==> src/rtl/noc_terminal_if.sv <==
// Host-side and router-side handshake bundle of a NoC terminal.
// Latency: none, wires only.
// Backpressure: send_ready/recv_ready valid-ready on the host side, 4-phase req/ack on the router side.
interface noc_terminal_if #(
  parameter int SIZE = 8
);
  // host inject side
  logic            send_valid;
  logic            send_ready;
  logic [SIZE-1:0] send_data;
  // router rx slice (terminal is requester)
  logic            inj_req;
  logic            inj_ack;
  logic [SIZE-1:0] inj_data;
  // router tx slice (terminal is acknowledger)
  logic            ej_req;
  logic            ej_ack;
  logic [SIZE-1:0] ej_data;
  // host eject side
  logic            recv_valid;
  logic            recv_ready;
  logic [SIZE-1:0] recv_data;

  // terminal view
  modport slave (
    input  send_valid, send_data, inj_ack, ej_req, ej_data, recv_ready,
    output send_ready, inj_req, inj_data, ej_ack, recv_valid, recv_data
  );

  // host/router view
  modport master (
    output send_valid, send_data, inj_ack, ej_req, ej_data, recv_ready,
    input  send_ready, inj_req, inj_data, ej_ack, recv_valid, recv_data
  );
endinterface

==> src/rtl/noc_terminal.sv <==
// NoC endpoint on a router Local port: queued injection, single-flit ejection buffer, saturating stats.
// Latency: push-to-inj_req 1 clk minimum, 4 clk per injected flit; ej_req-to-ej_ack 1 clk when buffer free.
// Backpressure: send_ready drops when the queue is full; ej_ack is withheld while recv_data is unconsumed.
module noc_terminal #(
  parameter int ID               = -1,
  parameter int SIZE             = 8,
  parameter int DESTINATION_BITS = 4,
  parameter int DEPTH_LOG2       = 2,
  parameter int COUNT_BITS       = 16
) (
  input  logic                  clk,
  input  logic                  reset,
  noc_terminal_if.slave         term,
  output logic [COUNT_BITS-1:0] sent_count,
  output logic [COUNT_BITS-1:0] recv_count,
  output logic [COUNT_BITS-1:0] misroute_count
);

  localparam int DEPTH = 1 << DEPTH_LOG2;
  localparam logic [DESTINATION_BITS-1:0] MY_DEST = DESTINATION_BITS'(ID);

  typedef enum logic [1:0] {TX_IDLE, TX_REQ, TX_DROP} tx_state_t;
  typedef enum logic {RX_IDLE, RX_HOLD} rx_state_t;

  function automatic logic [COUNT_BITS-1:0] sat_inc(input logic [COUNT_BITS-1:0] v);
    return (&v) ? v : v + 1'b1;
  endfunction

  // ---------------- injection queue ----------------
  logic [SIZE-1:0]     mem [DEPTH];
  logic [DEPTH_LOG2:0] wr_ptr;
  logic [DEPTH_LOG2:0] rd_ptr;
  logic                q_full;
  logic                q_empty;
  logic                push;
  logic                pop;

  assign q_empty = (wr_ptr == rd_ptr);
  assign q_full  = (wr_ptr[DEPTH_LOG2] != rd_ptr[DEPTH_LOG2]) &&
                   (wr_ptr[DEPTH_LOG2-1:0] == rd_ptr[DEPTH_LOG2-1:0]);
  // Gated by reset so the host never sees a slot that is about to be discarded.
  assign term.send_ready = !q_full && !reset;
  assign push = term.send_valid && term.send_ready;

  // Queue storage; contents need no reset since the pointers define validity.
  always_ff @(posedge clk) begin
    if (push) mem[wr_ptr[DEPTH_LOG2-1:0]] <= term.send_data;
  end

  // Queue pointers with wrap bit.
  always_ff @(posedge clk) begin
    if (reset) begin
      wr_ptr <= '0;
      rd_ptr <= '0;
    end else begin
      if (push) wr_ptr <= wr_ptr + 1'b1;
      if (pop)  rd_ptr <= rd_ptr + 1'b1;
    end
  end

  // ---------------- TX FSM (4-phase requester) ----------------
  tx_state_t       tx_state;
  tx_state_t       tx_next;
  logic            inj_req_q;
  logic            inj_req_next;
  logic [SIZE-1:0] inj_data_q;
  logic [SIZE-1:0] inj_data_next;
  logic            sent_inc;

  assign term.inj_req  = inj_req_q;
  assign term.inj_data = inj_data_q;

  // TX next state: raise req on a queued flit, pop on ack, wait for ack to return to zero.
  always_comb begin
    tx_next       = tx_state;
    inj_req_next  = inj_req_q;
    inj_data_next = inj_data_q;
    pop           = 1'b0;
    sent_inc      = 1'b0;
    case (tx_state)
      TX_IDLE: begin
        if (!q_empty && !term.inj_ack) begin
          tx_next       = TX_REQ;
          inj_req_next  = 1'b1;
          inj_data_next = mem[rd_ptr[DEPTH_LOG2-1:0]];
        end
      end
      TX_REQ: begin
        if (term.inj_ack) begin
          tx_next      = TX_DROP;
          inj_req_next = 1'b0;
          pop          = 1'b1;
          sent_inc     = 1'b1;
        end
      end
      TX_DROP: begin
        if (!term.inj_ack) tx_next = TX_IDLE;
      end
      default: begin
        tx_next      = TX_IDLE;
        inj_req_next = 1'b0;
      end
    endcase
  end

  // TX state, request/data registers and sent counter.
  always_ff @(posedge clk) begin
    if (reset) begin
      tx_state   <= TX_IDLE;
      inj_req_q  <= 1'b0;
      inj_data_q <= '0;
      sent_count <= '0;
    end else begin
      tx_state   <= tx_next;
      inj_req_q  <= inj_req_next;
      inj_data_q <= inj_data_next;
      if (sent_inc) sent_count <= sat_inc(sent_count);
    end
  end

  // ---------------- RX FSM (4-phase acknowledger) ----------------
  rx_state_t       rx_state;
  rx_state_t       rx_next;
  logic            ej_ack_q;
  logic            ej_ack_next;
  logic            recv_valid_q;
  logic [SIZE-1:0] recv_data_q;
  logic            capture;

  assign term.ej_ack     = ej_ack_q;
  assign term.recv_valid = recv_valid_q;
  assign term.recv_data  = recv_data_q;

  // RX next state: accept only when the holding register is free or being drained this edge.
  always_comb begin
    rx_next     = rx_state;
    ej_ack_next = ej_ack_q;
    capture     = 1'b0;
    case (rx_state)
      RX_IDLE: begin
        if (term.ej_req && (!recv_valid_q || term.recv_ready)) begin
          capture     = 1'b1;
          ej_ack_next = 1'b1;
          rx_next     = RX_HOLD;
        end
      end
      RX_HOLD: begin
        if (!term.ej_req) begin
          ej_ack_next = 1'b0;
          rx_next     = RX_IDLE;
        end
      end
      default: begin
        rx_next     = RX_IDLE;
        ej_ack_next = 1'b0;
      end
    endcase
  end

  // RX state, ack and holding register; a capture takes priority over a host pop.
  always_ff @(posedge clk) begin
    if (reset) begin
      rx_state       <= RX_IDLE;
      ej_ack_q       <= 1'b0;
      recv_valid_q   <= 1'b0;
      recv_data_q    <= '0;
      recv_count     <= '0;
      misroute_count <= '0;
    end else begin
      rx_state <= rx_next;
      ej_ack_q <= ej_ack_next;
      if (capture) begin
        recv_valid_q <= 1'b1;
        recv_data_q  <= term.ej_data;
        recv_count   <= sat_inc(recv_count);
        if (term.ej_data[DESTINATION_BITS-1:0] != MY_DEST)
          misroute_count <= sat_inc(misroute_count);
      end else if (recv_valid_q && term.recv_ready) begin
        recv_valid_q <= 1'b0;
      end
    end
  end

endmodule
==> src/flat_wrapper.sv <==
// flat-port wrapper written by rule: the top's interface ports become plain ports
module noc_terminal_flat 
#(
  parameter int ID               = -1,
  parameter int SIZE             = 8,
  parameter int DESTINATION_BITS = 4,
  parameter int DEPTH_LOG2       = 2,
  parameter int COUNT_BITS       = 16
)
  (clk, reset, sent_count, recv_count, misroute_count, term_send_valid, term_send_data, term_inj_ack, term_ej_req, term_ej_data, term_recv_ready, term_send_ready, term_inj_req, term_inj_data, term_ej_ack, term_recv_valid, term_recv_data);
  noc_terminal_if #(.SIZE(SIZE)) term_i ();
  input  logic clk;
  input  logic reset;
  output logic [COUNT_BITS-1:0] sent_count;
  output logic [COUNT_BITS-1:0] recv_count;
  output logic [COUNT_BITS-1:0] misroute_count;
  input wire logic [$bits(term_i.send_valid)-1:0] term_send_valid;
  input wire logic [$bits(term_i.send_data)-1:0] term_send_data;
  input wire logic [$bits(term_i.inj_ack)-1:0] term_inj_ack;
  input wire logic [$bits(term_i.ej_req)-1:0] term_ej_req;
  input wire logic [$bits(term_i.ej_data)-1:0] term_ej_data;
  input wire logic [$bits(term_i.recv_ready)-1:0] term_recv_ready;
  output wire logic [$bits(term_i.send_ready)-1:0] term_send_ready;
  output wire logic [$bits(term_i.inj_req)-1:0] term_inj_req;
  output wire logic [$bits(term_i.inj_data)-1:0] term_inj_data;
  output wire logic [$bits(term_i.ej_ack)-1:0] term_ej_ack;
  output wire logic [$bits(term_i.recv_valid)-1:0] term_recv_valid;
  output wire logic [$bits(term_i.recv_data)-1:0] term_recv_data;
  assign term_i.send_valid = term_send_valid;
  assign term_i.send_data = term_send_data;
  assign term_i.inj_ack = term_inj_ack;
  assign term_i.ej_req = term_ej_req;
  assign term_i.ej_data = term_ej_data;
  assign term_i.recv_ready = term_recv_ready;
  assign term_send_ready = term_i.send_ready;
  assign term_inj_req = term_i.inj_req;
  assign term_inj_data = term_i.inj_data;
  assign term_ej_ack = term_i.ej_ack;
  assign term_recv_valid = term_i.recv_valid;
  assign term_recv_data = term_i.recv_data;
  noc_terminal #(.ID(ID), .SIZE(SIZE), .DESTINATION_BITS(DESTINATION_BITS), .DEPTH_LOG2(DEPTH_LOG2), .COUNT_BITS(COUNT_BITS)) u_core (.clk(clk), .reset(reset), .term(term_i), .sent_count(sent_count), .recv_count(recv_count), .misroute_count(misroute_count));
endmodule
==> config.mk <==
export PLATFORM = sky130hd
export DESIGN_NAME = noc_terminal_flat
export DESIGN_NICKNAME = d
export VERILOG_FILES = /design/src/rtl/noc_terminal_if.sv /design/src/rtl/noc_terminal.sv /design/src/flat_wrapper.sv
export SDC_FILE = /design/constraint.sdc
export NUM_CORES = 1
export LEC_CHECK = 0
export BUFFER_PORTS_ARGS = -buffer_cell sky130_fd_sc_hd__buf_2
export CAP_MARGIN = 20
export CORE_MARGIN = 3
export CORE_UTILIZATION = 59
export DETAILED_ROUTE_END_ITERATION = 10
export GPL_ROUTABILITY_DRIVEN = 0
export PLACE_DENSITY = 0.85
export SLEW_MARGIN = 20
export SYNTH_ARGS = -nofsm -noshare
export SYNTH_HDL_FRONTEND = slang
export SYNTH_SLANG_ARGS = --single-unit
==> constraint.sdc <==
create_clock -name clk -period 5.05 [get_ports clk]
set_input_delay 0.505 -clock clk [delete_from_list [all_inputs] [get_ports clk]]
set_output_delay 0.505 -clock clk [all_outputs]
set_load 0.1 [all_outputs]
==> metrics.md <==
| Metric | Value |
|---|---|
| Setup CP Type | `reg -> out` |
| Largest family of logic cells by synthesized area | `simple AND/OR/NAND/NOR gates` |
| Syn Inst Count | `437` |
| YS warnings | `0` |
| Complex-gate fraction of the synthesized area | `8.52%` |
| Fin crit share | `50.6%` |
| Worst VDD drop | `0.236 mV` |
| Fraction of layout cells with a size suffix above 1 | `22.8%` |
| Post-synthesis simple-gate area fraction | `20.3%` |
| WP data arrival | `2050 ps` |
| Setup slack, reg-to-reg | `2760 ps` |
| F_max | `391 MHz` |
| Global-route wire length before repair | `16.0 mm` |
| Worst Path Required | `4550 ps` |
| Ys flop type | `dfxtp_1` |
| Number of flops mapped to enable cells by yosys | `32` |
| Setup crit start kind | `flip-flop` |
| Synthesis-stage register bit count | `108` |
| Post-Route WL | `9.67 mm` |
| Worst slew margin | `33.6%` |
| DR WL met3 | `493 µm` |
| Worst min path class | `in -> reg` |
| Resized cells post-CTS | `0` |
| WL met2 | `4.80 mm` |
| Endpoints failing hold | `0` |
| Status | `finished, final reports clean` |
| Worst-Skew Late Latency | `360 ps` |
| Final setup violation count | `0` |
| Post-synth cell types | `47` |
| Top Ports | `90` |
| Setup TNS | `0 ps` |
| Setup ws final | `2490 ps` |
| CP max stage delay | `750 ps` |
| DR vias | `3585` |
| Largest net degree at the start of global routing | `74` |
| Vias in the first global route | `3367` |
| Area grow syn2layout | `15.6%` |
| Antenna violations before repair | `0` |
| Worst-path cell chain | `xor2_1 -> nor3_1 -> nor2_1 -> buf_2` |
| Post-synthesis adder-cell area fraction | `2.18%` |
| Top Layer Used | `met4` |
| PD cells | `310 nW/µm²` |
| Worst-Margin Slew | `987 ps` |
| Die width | `94.2 µm` |
| Fin area | `5310 µm²` |
| Port Buf Inserts | `89` |
| Routed len/inst | `15.4 µm` |
| LEAKAGE | `0.00202 µW` |
| Syn Area/Cell | `10.5 µm²` |
| Vias per cell | `5.73` |
| Post-route ant nets | `0` |
| Max-cap violations | `0` |
| Clock sinks | `108` |
| Post-CTS Hold Buffers | `0` |
| Post-synthesis xor/xnor area fraction | `6.86%` |
| Clock root buffer | `clkbuf_8` |
| Setup bufs post-CTS | `0` |
| Mapped cell area | `4590 µm²` |
| Clock buffer count from CTS | `9` |
| H-tree Lvls | `3` |
| WL met1 | `4.15 mm` |
| Clock transition at the registers of the reported paths | `90 ps` |
| Post-synthesis mux area share | `5.88%` |
| DP HPWL | `6.96 mm` |
| Total track usage | `22.8%` |
| GRT overflow | `0` |
| CP Max Fanout | `11` |
| Initial detailed-routing violation count | `185` |
| Post-Syn Nets | `467` |
| Initial DRT Pass Iterations | `4` |
| Clock buffer depth | `2` |
| Post-synth ARST share | `0%` |
| CTS tree | `yes` |
| Sequential-to-total area share from yosys stat | `54.0%` |
| Placed inst area | `5120 µm²` |
| Period minus WS final | `2560 ps` |
| Ant. Diodes | `0` |
| DIE HEIGHT | `94.2 µm` |
| Pre-CTS WS | `2720 ps` |
| NumNets Final | `552` |
| # rows | `31` |
| Initial core utilization | `62.0%` |
| Placeable core region | `7410 µm²` |
| RSZ-0062 raised after global routing | `no` |
| Slew Limit Fails | `0` |
| Final Skew | `13.2 ps` |
| Slowest CP cell | `dfxtp_1` |
| Die Area | `8880 µm²` |
| DR DRC count | `0` |
| CP endpoint kind | `output pin` |
## flip-flops by register name (all words and copies together) (netlist names), 2 cells and up
register and cells:
u_core.mem 32, u_core.misroute_count 16, u_core.rd_ptr 3, u_core.recv_count 16, u_core.sent_count 16, u_core.term.inj_data 8
u_core.term.recv_data 8, u_core.tx_state 2, u_core.wr_ptr 3
## cells in the final DEF (no fill, tap or decap), types with 2 or more instances in the layout
master and count:
nand3_1 15, inv_1 9, nor3_1 14, ha_1 8, xor2_1 10, and2_1 7
o21ai_0 8, nor3b_1 2, and3_1 6, nor2_1 48, xnor2_1 26, a31oi_1 2
o211ai_1 2, mux2i_1 9, nor4_1 8, edfxtp_1 32, a311oi_1 4, o211a_1 2
a21oi_1 27, a211oi_1 2, and4_1 3, clkinv_2 2, clkbuf_8 10, or3_1 6
dfxtp_1 76, mux4_2 8, o31ai_1 7, nand4_1 15, nand2_1 40, or4_1 8
clkbuf_1 2, buf_2 89
## synth_stat cells (all sizes together), types with 8 or more instances
cell,n,area [µm²]
nand4,16,115
clkbuf,13,48.8
ha,8,100
or4,9,71.3
nand3,15,75.1
mux4,8,180
edfxtp,32,961
inv,9,33.8
o21ai,9,48.8
nor2,48,180
nor3,14,70.1
mux2i,9,90.1
dfxtp,76,1520
xnor2,26,228
nand2,40,150
xor2,10,87.6
nor4,10,68.8
a21oi,27,135
## layout make-up
class	instances	area, µm²
Multi-Input combinational cell	304	2030
Fill cell	555	2100
Clock buffer	13	170
Timing Repair Buffer	90	453
Sequential cell	108	2480
Clock inverter	3	18.8
Tap cell	99	124
Inverter	9	33.8
## worst paths after layout
kind                       startpoint  cells after the start                       end
min                 term_send_data[6]                      1          u_core.mem[3][6]
min reg2reg  u_core.term.recv_data[0]                      2  u_core.term.recv_data[0]
max                  u_core.rd_ptr[0]                      4           term_send_ready
max reg2reg          u_core.rd_ptr[0]                      5   u_core.term.inj_data[3]
## report_power, final
group          total, µW  leakage, µW  internal, µW  switching, µW
clock                495    0.0000985           223            272
sequential           935     0.000906           916           19.4
combinational        216      0.00102          47.9            168
total               1650      0.00202          1190            459
## worst max-delay path: cells and delay by family, from the launching register on
kind          cells  cell delay, ps
xor+xnor          1             300
simple gates      2             200
flops             1             750
buf+inv           1             440
## logic make-up after synthesis
| family | count (synthesis) |
|---|---|
| muxes | 17 |
| adders and majority gates | 8 |
| buffers and inverters | 25 |
| and+or+nand+nor | 182 |
| DFF | 108 |
| AOI/OAI and AO/OA | 61 |
| xor gates and xnor gates | 36 |
## routing by layer
layer | track usage (%) | up-vias
li1 | - | 1759
met1 | 28.9 | 1697
met2 | 38.8 | 107
met3 | 3.61 | 22
met4 | 9.15 | 0
met5 | 0 | -
## through the flow
step | util [%] | hold slack (ps) | power [µW] | instances
finish | 71.7 | 355 | 1650 | 626
detailed placement | 69.1 | 445 | 1170 | 610
floorplan | - | 488 | 1120 | 437
global placement | 69.0 | 439 | 1160 | 610
CTS | 71.7 | 347 | 1660 | 626
global route | 71.7 | 353 | 1710 | 626
Note: power is estimated with default switching activity, not from simulation.
